==> src/rtl/input_conditioner_pkg.sv <==
`default_nettype none
// ============================================================================
//  Module   : input_conditioner_pkg
//  Purpose  : Shared constants and types for the GPIO input conditioner:
//             channel map, default debounce timing and snapshot FSM states.
//  Revision : 1.0 - initial release
// ============================================================================
package input_conditioner_pkg;

    // Channel map: reed sensors in the low bits, boundary limit switches above
    localparam int c_n_ch                    = 14;
    localparam int c_ch_sensor0              = 0;
    localparam int c_ch_sensor9              = 9;
    localparam int c_ch_limit_n              = 10;
    localparam int c_ch_limit_s              = 11;
    localparam int c_ch_limit_w              = 12;
    localparam int c_ch_limit_e              = 13;

    // 1 ms at 50 MHz
    localparam int c_debounce_cycles_default = 50000;
    localparam int c_cnt_w_default           = 16;

    // Snapshot handshake states
    typedef enum logic [0:0] {
        SNAP_IDLE = 1'b0,
        SNAP_HOLD = 1'b1
    } snap_state_t;

endpackage : input_conditioner_pkg
`default_nettype wire

==> src/rtl/input_conditioner_debounce_channel.sv <==
`default_nettype none
// ============================================================================
//  Module   : debounce_channel
//  Purpose  : One conditioned input line: 2-flop synchroniser, polarity
//             normalisation, counter debounce and registered edge pulses.
//  Revision : 1.0 - initial release
// ============================================================================
module debounce_channel
    import input_conditioner_pkg::*;
#(
    parameter int DEBOUNCE_CYCLES = c_debounce_cycles_default,
    parameter int CNT_W           = c_cnt_w_default,
    parameter bit ACTIVE_LOW      = 1'b1
) (
    input  logic clk,
    input  logic rst_n,
    input  logic raw,
    output logic stable,
    output logic rise,
    output logic fall
);

    localparam logic [CNT_W-1:0] c_cnt_max = CNT_W'(DEBOUNCE_CYCLES - 1);

    logic             r_sync1;
    logic             r_sync2;
    logic [CNT_W-1:0] r_cnt;
    logic             w_s;

    // Asserted-high view of the synchronised pin
    assign w_s = r_sync2 ^ ACTIVE_LOW;

    // Two-flop synchroniser, reset to the inactive pin level
    always_ff @(posedge clk or negedge rst_n) begin
        if (!rst_n) begin
            r_sync1 <= ACTIVE_LOW;
            r_sync2 <= ACTIVE_LOW;
        end else begin
            r_sync1 <= raw;
            r_sync2 <= r_sync1;
        end
    end

    // Accept a new level only after DEBOUNCE_CYCLES consecutive mismatches;
    // the edge pulse is raised on the same edge that stable changes
    always_ff @(posedge clk or negedge rst_n) begin
        if (!rst_n) begin
            r_cnt  <= '0;
            stable <= 1'b0;
            rise   <= 1'b0;
            fall   <= 1'b0;
        end else begin
            rise <= 1'b0;
            fall <= 1'b0;
            if (w_s == stable) begin
                r_cnt <= '0;
            end else if (r_cnt == c_cnt_max) begin
                stable <= w_s;
                r_cnt  <= '0;
                rise   <= w_s;
                fall   <= ~w_s;
            end else begin
                r_cnt <= r_cnt + 1'b1;
            end
        end
    end

endmodule : debounce_channel
`default_nettype wire

==> src/rtl/input_conditioner.sv <==
`default_nettype none
// ============================================================================
//  Module   : input_conditioner
//  Purpose  : Debounces all GPIO input channels and offers a req/ack snapshot
//             port returning a frozen, coherent copy of the debounced levels
//             plus per-channel "changed since last snapshot" flags.
//  Revision : 1.0 - initial release
// ============================================================================
module input_conditioner
    import input_conditioner_pkg::*;
#(
    parameter int N_CH            = c_n_ch,
    parameter int DEBOUNCE_CYCLES = c_debounce_cycles_default,
    parameter int CNT_W           = c_cnt_w_default,
    parameter bit ACTIVE_LOW      = 1'b1
) (
    input  logic            clk,
    input  logic            rst_n,
    input  logic [N_CH-1:0] raw_in,
    output logic [N_CH-1:0] stable_out,
    output logic [N_CH-1:0] rise_pulse,
    output logic [N_CH-1:0] fall_pulse,
    input  logic            snap_req,
    output logic            snap_ack,
    output logic [N_CH-1:0] snap_data,
    output logic [N_CH-1:0] snap_changed
);

    snap_state_t     r_state;
    logic [N_CH-1:0] r_sticky;
    logic [N_CH-1:0] w_pulse;

    generate
        for (genvar gi = 0; gi < N_CH; gi++) begin : g_ch
            debounce_channel #(
                .DEBOUNCE_CYCLES (DEBOUNCE_CYCLES),
                .CNT_W           (CNT_W),
                .ACTIVE_LOW      (ACTIVE_LOW)
            ) u_debounce (
                .clk    (clk),
                .rst_n  (rst_n),
                .raw    (raw_in[gi]),
                .stable (stable_out[gi]),
                .rise   (rise_pulse[gi]),
                .fall   (fall_pulse[gi])
            );
        end
    endgenerate

    assign w_pulse = rise_pulse | fall_pulse;

    // Snapshot handshake; a pulse coincident with capture seeds the next
    // sticky set so no edge is ever dropped between snapshots
    always_ff @(posedge clk or negedge rst_n) begin
        if (!rst_n) begin
            r_state      <= SNAP_IDLE;
            r_sticky     <= '0;
            snap_ack     <= 1'b0;
            snap_data    <= '0;
            snap_changed <= '0;
        end else begin
            case (r_state)
                SNAP_IDLE: begin
                    if (snap_req) begin
                        snap_data    <= stable_out;
                        snap_changed <= r_sticky;
                        r_sticky     <= w_pulse;
                        snap_ack     <= 1'b1;
                        r_state      <= SNAP_HOLD;
                    end else begin
                        r_sticky <= r_sticky | w_pulse;
                    end
                end
                SNAP_HOLD: begin
                    r_sticky <= r_sticky | w_pulse;
                    if (!snap_req) begin
                        snap_ack <= 1'b0;
                        r_state  <= SNAP_IDLE;
                    end
                end
                default: begin
                    snap_ack <= 1'b0;
                    r_state  <= SNAP_IDLE;
                end
            endcase
        end
    end

endmodule : input_conditioner
`default_nettype wire

==> config.mk <==
export PLATFORM = sky130hd
export DESIGN_NAME = input_conditioner
export DESIGN_NICKNAME = d
export VERILOG_FILES = /design/src/rtl/input_conditioner_pkg.sv /design/src/rtl/input_conditioner_debounce_channel.sv /design/src/rtl/input_conditioner.sv
export SDC_FILE = /design/constraint.sdc
export NUM_CORES = 1
export LEC_CHECK = 0
export ABC_AREA = 0
export BUFFER_PORTS_ARGS = -buffer_cell sky130_fd_sc_hd__buf_2
export CAP_MARGIN = 20
export CORE_MARGIN = 1
export CORE_UTILIZATION = 46
export CTS_CLUSTER_DIAMETER = 150
export DETAILED_ROUTE_END_ITERATION = 12
export GPL_TIMING_DRIVEN = 0
export HOLD_SLACK_MARGIN = 0.08
export PLACE_DENSITY = 0.65
export SLEW_MARGIN = 0
export SYNTH_ARGS = -nofsm -noshare
export SYNTH_HDL_FRONTEND = slang
export SYNTH_SLANG_ARGS = --single-unit
==> constraint.sdc <==
create_clock -name clk -period 1.95 [get_ports clk]
set_input_delay 0.2925 -clock clk [delete_from_list [all_inputs] [get_ports clk]]
set_output_delay 0.2925 -clock clk [all_outputs]
set_load 0.005 [all_outputs]
# --- After elaboration in Yosys (flattened, before gate mapping) ---
# Index checks and enable logic that the tools add are counted.
op_classes:
  addsub: 14
  multipliers: 0
  div_mod_pow: 0
  order_cmp: 0
  eq_ne: 30
  shift: 0
  mux: 90
  bitwise_logic: 31
  reduce_logical: 16
ops:
  columns: ["operator", "n"]
  rows:
  - ["two-way mux 16 bit", 28]
  - ["adder 16 x 1 -> 16 bit (second input constant)", 14]
  - ["== test 16 bit (second input constant)", 14]
  - ["two-way mux 1 bit", 59]
  - ["AND reduction 2 bit", 16]
  - ["NOT 1 bit", 29]
  - ["bitwise OR 14 bit", 2]
  - ["case mux 14 bit (2 select lines)", 1]
  - ["== test 1 bit", 14]
  - ["two-way mux 14 bit", 1]
  - ["!= test 2 bit (second input constant)", 2]
  - ["case mux 1 bit (2 select lines)", 1]
word_totals:
  reg_bits: 338
  latchBits: 0
  ramBits: 0
  rom_bits: 0
  inputBits: 17
  output_inout_bits: 71
  wordCells: 270
  memories: 0

# --- Depth between registers and ports, before layout ---
# Gate-level depths: netlist (run 1).
logic_depth:
  depth_word: 4
  ltp_mapped: 7
  depth_no_buf: 5

# --- Cells and area by module ---
# Synthesis (run 1) repeated with hierarchy kept, for this count alone.
unflattened:
  hier_cells: 1393
  area_unflattened_um2: 15252.1
by_module_without_submodules:
  columns: ["mod", "instances", "cells_per_inst", "area_per_inst_um2", "seq_area_each_um2"]
  rows:
  - ["debounce_channel (g_ch[10].u_debounce ...)", 13, 93, 965.9, 528.0]
  - ["input_conditioner", 1, 95, 1697.9, 1101.1]
  - ["debounce_channel (g_ch[0].u_debounce)", 1, 89, 997.2, 528.0]

# --- Worst setup path after synthesis (run 1) ---
# Ideal clock, no wire load.
synth_path:
  path_kind: "register -> register"
  start: "register g_ch[7].u_debounce.r_cnt[12]"
  end: "register g_ch[7].u_debounce.r_cnt[1]"
  setup_time_ns: 0.120
  arrival_ns: 1.856
  required_time_ns: 1.830
  path_slack_ns: -0.026
  path_stages_with_launch: 5
  path_buffers: 0
  synth_period_minus_slack_ns: 1.976
  path_cell_list: "dfrtp_1 > or4b_1 > or4_4 > or2_4 > and3_1"
synth_via:
  elab_chain_cells: 3
synth_rtl:
  columns: ["element", "line", "rtl"]
  rows:
  - ["start, declared", "input_conditioner_debounce_channel.sv:27", "logic [CNT_W-1:0] r_cnt;"]
  - ["start signal, assigned", "input_conditioner_debounce_channel.sv:63", "r_cnt <= r_cnt + 1'b1;"]
  - ["== test 16 bit", "input_conditioner_debounce_channel.sv:57", "end else if (r_cnt == c_cnt_max) begin"]
  - ["two-way mux 16 bit", "input_conditioner_debounce_channel.sv:57", null]
  - ["two-way mux 16 bit", "input_conditioner_debounce_channel.sv:55", "if (w_s == stable) begin"]
# Every way passes these cells.
# A chain may end at the register's enable or synchronous reset.

# --- Final worst setup path (run 1) ---
layout_path:
  start: "register g_ch[7].u_debounce.r_cnt[13]"
  end: "register g_ch[7].u_debounce.r_cnt[1]"
# The elaborated chain is that of the path after synthesis.

==> results of run 1 <==
==> power by group <==
group / internal (mW) / switching (mW)
Sequential: 7.14 / 0.104
Clock: 4.56 / 2.78
Combinational: 0.196 / 0.331
Total: 11.9 / 3.21
==> kinds of logic (layout without fill, tap and decap cells) <==
kind of cell | after synthesis | in the layout | share of synthesized area [%]
mux | 28 | 28 | 2.09
buf+inv | 104 | 316 | 4.00
flops | 338 | 338 | 56.2
compound gates | 42 | 42 | 1.87
fa+ha+maj | 15 | 15 | 1.24
simple gates | 689 | 690 | 22.7
xor+xnor | 206 | 206 | 11.9
==> Yosys cell counts, types with 6 or more instances <==
| library cell | instances |
|---|---|
| dfrtp_1 | 310 |
| xnor2_1 | 176 |
| a211o_1 | 14 |
| ha_1 | 15 |
| nand3_1 | 78 |
| nor4bb_1 | 8 |
| nor2_1 | 270 |
| clkbuf_1 | 14 |
| dfstp_2 | 28 |
| buf_2 | 6 |
| and4_1 | 6 |
| nor3_1 | 55 |
| buf_4 | 45 |
| nor4_1 | 56 |
| and3_1 | 19 |
| or4bb_1 | 8 |
| nand2_1 | 79 |
| o21ai_0 | 18 |
| mux2_2 | 28 |
| inv_1 | 33 |
| xor2_1 | 30 |
| nor4b_1 | 6 |
| or4_1 | 10 |
| nand4_1 | 65 |
==> placed cells by master, fill, tap and decap left out, drive strengths merged, types with 2 or more instances in the layout <==
| cell type | n |
|---|---|
| nand4 | 65 |
| clkinv | 6 |
| dfstp | 28 |
| nand3b | 2 |
| nor3 | 55 |
| nor3b | 2 |
| dlygate4sd3 | 16 |
| a21oi | 4 |
| o21ai | 22 |
| nand2 | 87 |
| nand3 | 78 |
| nor4b | 6 |
| dfrtp | 310 |
| mux2 | 28 |
| or3 | 6 |
| a211o | 14 |
| or4b | 4 |
| or4 | 11 |
| xnor2 | 176 |
| nor4 | 56 |
| ha | 15 |
| nor2 | 270 |
| inv | 35 |
| clkbuf | 67 |
| or2 | 3 |
| and4 | 6 |
| bufinv | 2 |
| buf | 189 |
| or4bb | 8 |
| nand4b | 2 |
| nor4bb | 8 |
| and3 | 19 |
| xor2 | 30 |
==> layer usage <==
layer / up-vias / track usage, % / wire length, um
li1: 5216 / - / -
met1: 5143 / 23.7 / 13500
met2: 174 / 30.0 / 13900
met3: 51 / 2.64 / 888
met4: 0 / 5.97 / 762
met5: - / 0 / 0
==> through the flow <==
step,cells,setup TNS (ns)
after floorplan,1422,-0.0173
after global placement,1951,-1948.47
after detailed placement,1954,-35.34
after CTS,2070,-0.788
after global routing,2077,-1.87
final,2077,-0.183
==> repair_timing <==
| action | in CTS | in global routing |
|---|---|---|
| setup endpoints to repair | 171 | 167 |
| pin swaps | 19 | 13 |
| gates resized for setup | 71 | 32 |
| hold buffers | 16 | 0 |
| gates cloned | 5 | 1 |
| setup buffers | 31 | 13 |
| hold endpoints to repair | 70 | 0 |
==> area by class of cell <==
type / count / area (sq um) / share of cell area, %
well taps: 442 / 553 / 3.02
flip-flops and latches: 338 / 8500 / 46.4
inverters: 33 / 124 / 0.677
multi-input cells: 981 / 6280 / 34.3
clock buffers: 59 / 1210 / 6.63
clock inverters: 11 / 115 / 0.629
plain buffers: 58 / 442 / 2.41
repair buffers: 155 / 1080 / 5.91
==> flip-flops by register name, indices dropped and copies added (netlist names), 14 cells and up <==
register and flops:
g_ch.u_debounce.rise 14, g_ch.u_debounce.stable 14, r_sticky 14, g_ch.u_debounce.r_cnt 224
g_ch.u_debounce.r_sync1 14, snap_changed 14, g_ch.u_debounce.r_sync2 14, snap_data 14
g_ch.u_debounce.fall 14
==> how the worst max path moves through the flow <==
| stage | to | slack, ns | cells after the start |
|---|---|---|---|
| 2_1_floorplan | g_ch[7].u_debounce.r_cnt[1] | -0.02 | 4 |
| 3_3_place_gp | g_ch[7].u_debounce.r_cnt[9] | -5.88 | 1 |
| 3_5_place_dp | snap_changed[12] | -0.83 | 5 |
| 4_1_cts | g_ch[7].u_debounce.r_cnt[7] | -0.06 | 5 |
| 5_1_grt | g_ch[7].u_debounce.r_cnt[7] | -0.11 | 5 |
| 6_report | g_ch[7].u_debounce.r_cnt[1] | -0.05 | 4 |
==> worst reg2reg max path: cells and delay by family (launching register included) <==
kind | cells | cell delay, ns
DFF | 1 | 0.39
and+or+nand+nor | 4 | 1.50
==> flow_metrics.env, run 1 <==
export IMPL_outcome="finished, violations left"
export IMPL_violations="setup timing"
export IMPL_syn2layout_area_growth_pct=21.1
export IMPL_drt_initial_drc_count=433
export IMPL_synth_seq_area_share_pct=56.2
export IMPL_power_total_mw=15.1
export IMPL_via_count=10600
export IMPL_min_period_ns=2.00
export IMPL_netlist_area_leader_share_pct=51.3
export IMPL_synth_top_cell_by_area="dfrtp_1"
export IMPL_synth_cells=1422
export IMPL_clockBufferDepth=3
export IMPL_hold_viol=0
export IMPL_rr_endpoint="g_ch[7].u_debounce.r_cnt[1]"
export IMPL_syn_nets=1454
export IMPL_cts_tree="yes"
export IMPL_root_buffer="clkbuf_16"
export IMPL_drive_gt1_share_pct=23.2
export IMPL_p_leak_nw=7.93
export IMPL_cts_buffers_inserted=38
export IMPL_grt_overflow=0
export IMPL_cp_end_kind="flip-flop"
export IMPL_synth_ff_type="dfrtp_1"
export IMPL_worst_ep_arrival_time_ns=2.40
export IMPL_cpPeakStageDelay_ns=0.56
export IMPL_drc=0
export IMPL_final_cell_area_sq_um=18300
export IMPL_cp_startpoint="g_ch[7].u_debounce.r_cnt[13]"
export IMPL_grt_setup_unrepaired="yes"
export IMPL_nets=1637
export IMPL_path_buf_inv=0
export IMPL_fin_hold_ws_ns=0.291
export IMPL_diodes=0
export IMPL_worst_setup_path_start_kind="flip-flop"
export IMPL_grt_pass1_wl_um=49900
export IMPL_cellPowerDensity_nw_per_um2=825
export IMPL_synth_edff_count=0
export IMPL_worstMarginPinSlew_ns=0.719
export IMPL_grt_total_usage_pct=17.9
export IMPL_wirelength_um=29000
export IMPL_antenna_found_initial=0
export IMPL_gp_congestion=0.835
export IMPL_wire_per_inst_um=14.0
export IMPL_port_buffers=87
export IMPL_r2r_slack_ns=-0.05
export IMPL_clock_latency_ns=0.52
export IMPL_fmax_ghz=0.499
export IMPL_cpLargestDelayFamily="simple AND/OR/NAND/NOR gates"
export IMPL_cts_sinks=338
export IMPL_dieWidth_um=183
export IMPL_crit_path_max_fanout=4
export IMPL_dpl_hpwl_um=18600
export IMPL_path_clk_slew_ns=0.06
export IMPL_core_area_sq_um=32500
export IMPL_syn_area_sq_um=15100
export IMPL_reg2regPathDepth=4
export IMPL_post_drt_via_cell_ratio=5.10
export IMPL_utilization_pct=56.4
export IMPL_finalSetupViolCount=15
export IMPL_die_area_sq_um=33600
export IMPL_firstDrtPassIters=4
export IMPL_grt_max_degree=111
export IMPL_ys_ff_latch=338
export IMPL_fin_skew_ns=0.0152
export IMPL_h_tree_depth=2
export IMPL_synth_area_leaders="dfrtp_1, xnor2_1, nor2_1"
export IMPL_cp_required_ns=2.35
export IMPL_grt_pass1_vias=10600
export IMPL_synthArstFlopShare_pct=100
export IMPL_crit_path_top_delay_cell="or4_4"
export IMPL_r2r_start="g_ch[7].u_debounce.r_cnt[13]"
export IMPL_critical_path_class="reg -> reg"
export IMPL_relSlewSlack_pct=51.7
export IMPL_start_util_pct=46.6
export IMPL_synth_warnings=0
export IMPL_layout_worst_path_cycle_share_pct=103
export IMPL_min_path_type="in -> async"
export IMPL_post_dp_cell_area_sq_um=16200
export IMPL_path_cells="or4b_1 > or4_4 > or2_4 > and3_4"
export IMPL_fillers=2817
export IMPL_synth_cell_types=45
export IMPL_slew_violations=0
export IMPL_die_h_um=183
export IMPL_num_rows=66
export IMPL_layout_setup_ws_ns=-0.0527
export IMPL_pre_cts_slack_ns=-0.825
export IMPL_max_cap_violations=0
export IMPL_syn_area_per_cell_sq_um=10.6
export IMPL_pin_count=88
export IMPL_ant_nets=0
export IMPL_ir_drop_mv=0.629
No activity file was read; power rests on OpenSTA's default activity.
==> run 2, diff against run 1 <==
CORE_ASPECT_RATIO = 1.2   (was not set)
==> flow_metrics.env, run 2 (synthesized netlist as in run 1, its figures left out) <==
export IMPL_core_area_sq_um=32300
export IMPL_final_common_cell="dfrtp_1"
export IMPL_fin_cells=2053
export IMPL_wire_per_inst_um=14.5
export IMPL_p_clk_share_pct=46.4
export IMPL_grt_pass1_wl_um=50900
export IMPL_reg2regPathDepth=4
export IMPL_post_drt_via_cell_ratio=5.23
export IMPL_fillers=2752
export IMPL_diodes=0
export IMPL_fin_skew_ns=0.0171
export IMPL_grt_total_usage_pct=18.2
export IMPL_layout_setup_ws_ns=-0.0557
export IMPL_grt_setup_unrepaired="yes"
export IMPL_pin_count=88
export IMPL_die_h_um=201
export IMPL_root_buffer="clkbuf_16"
export IMPL_h_tree_depth=2
export IMPL_min_period_ns=2.01
export IMPL_crit_path_max_fanout=4
export IMPL_via_count=10700
export IMPL_antenna_found_initial=0
export IMPL_syn2layout_area_growth_pct=21.4
export IMPL_cp_required_ns=2.35
export IMPL_grt_pass1_vias=10600
export IMPL_num_rows=72
export IMPL_critical_path_class="reg -> reg"
export IMPL_finalSetupViolCount=18
export IMPL_relSlewSlack_pct=57.6
export IMPL_layout_worst_path_cycle_share_pct=103
export IMPL_multi_input_area_sq_um=6340
export IMPL_fin_hold_ws_ns=0.330
export IMPL_ant_nets=0
export IMPL_largest_register_ffs=224
export IMPL_hold_viol=0
export IMPL_comb_power_share_pct=3.8
export IMPL_regArea_sq_um=8500
export IMPL_firstDrtPassIters=4
export IMPL_regMostFlops="g_ch.u_debounce.r_cnt"
export IMPL_start_util_pct=46.9
export IMPL_port_buffers=87
export IMPL_utilization_pct=56.9
export IMPL_clock_latency_ns=0.53
export IMPL_dp_cells=1920
export IMPL_grt_max_degree=115
export IMPL_worstMarginPinSlew_ns=0.637
export IMPL_p_sw_mw=3.19
export IMPL_rr_endpoint="g_ch[7].u_debounce.r_cnt[1]"
export IMPL_drt_initial_drc_count=519
export IMPL_cp_end_kind="flip-flop"
export IMPL_drive_gt1_share_pct=24.1
export IMPL_worst_setup_path_start_kind="flip-flop"
export IMPL_final_cell_mix="dfrtp_1, nor2_1, xnor2_1"
export IMPL_drc=0
export IMPL_max_cap_violations=0
export IMPL_clockBufferDepth=3
export IMPL_gp_congestion=0.818
export IMPL_cts_buffers_inserted=37
export IMPL_worst_ep_arrival_time_ns=2.41
export IMPL_switching_share_pct=21.9
export IMPL_slew_violations=0
export IMPL_die_area_sq_um=33600
export IMPL_p_int_mw=11.4
export IMPL_fmax_ghz=0.499
export IMPL_violations="setup timing"
export IMPL_dpl_hpwl_um=18800
export IMPL_cellPowerDensity_nw_per_um2=793
export IMPL_r2r_slack_ns=-0.06
export IMPL_wirelength_um=29800
export IMPL_min_path_type="in -> async"
export IMPL_nets=1650
export IMPL_cts_sinks=338
export IMPL_grt_overflow=0
export IMPL_final_cell_area_sq_um=18300
export IMPL_path_clk_slew_ns=0.06
export IMPL_cts_tree="yes"
export IMPL_p_leak_nw=7.94
export IMPL_dieWidth_um=167
export IMPL_r2r_start="g_ch[7].u_debounce.r_cnt[13]"
export IMPL_post_dp_cell_area_sq_um=16200
export IMPL_p_seq_share_pct=49.8
export IMPL_ir_drop_mv=0.619
export IMPL_outcome="finished, violations left"
[run 2: layer usage]
layer  share of wire [%]  track usage, %
met1                  45            24.3
met2                  49            30.5
met3                 3.7            2.98
met4                 2.2            5.34
met5                   0               0
[run 2: area by class of cell]
type,instances,area share (%)
inverters,33,0.675
well taps,407,2.78
clock buffers,59,6.22
multi-input cells,980,34.5
plain buffers,60,2.46
flip-flops and latches,338,46.3
clock inverters,8,0.252
repair buffers,168,6.76
[run 2: worst max path at each step]
stage | endpoint | start | slack (ns)
final | g_ch[7].u_debounce.r_cnt[1] | g_ch[7].u_debounce.r_cnt[13] | -0.06
after global routing | g_ch[7].u_debounce.r_cnt[7] | g_ch[7].u_debounce.r_cnt[13] | -0.11
after CTS | g_ch[5].u_debounce.r_cnt[14] | g_ch[5].u_debounce.r_cnt[13] | -0.11
after detailed placement | snap_data[1] | r_state | -0.88
after global placement | g_ch[3].u_debounce.r_cnt[5] | rst_n | -5.90
after floorplan | g_ch[7].u_debounce.r_cnt[1] | g_ch[7].u_debounce.r_cnt[13] | -0.02
[run 2: metrics by stage]
stage	worst slack (ns)	power (mW)	TNS [ns]
finish	-0.0557	14.6	-0.677
global route	-0.114	15.1	-2.09
detailed placement	-0.882	7.83	-36.42
CTS	-0.107	14.8	-1.32
floorplan	-0.0173	7.55	-0.0173
global placement	-5.90	7.80	-1953.14
[run 2: power groups by stage]
stage	Clock [mW]	Sequential, mW	Combinational, mW
after floorplan	0	7.35	0.206
final	6.75	7.25	0.553
after global routing	7.25	7.26	0.632
after CTS	6.97	7.24	0.551
after global placement	0	7.37	0.435
after detailed placement	0	7.37	0.466
[run 2: repair_timing]
action | CTS | global route
setup buffers | 36 | 22
endpoints found under the setup margin | 181 | 179
hold buffers | 16 | 0
resized for setup | 75 | 57
hold endpoints to repair | 76 | 0
cloned | 5 | 0
pin swaps | 18 | 22
[run 2: worst max-delay path: stages, from the launching register on]
cell and delay [ns]:
dfrtp_1 0.38, or4b_1 0.51, or4_4 0.57, or2_4 0.28, and3_4 0.15
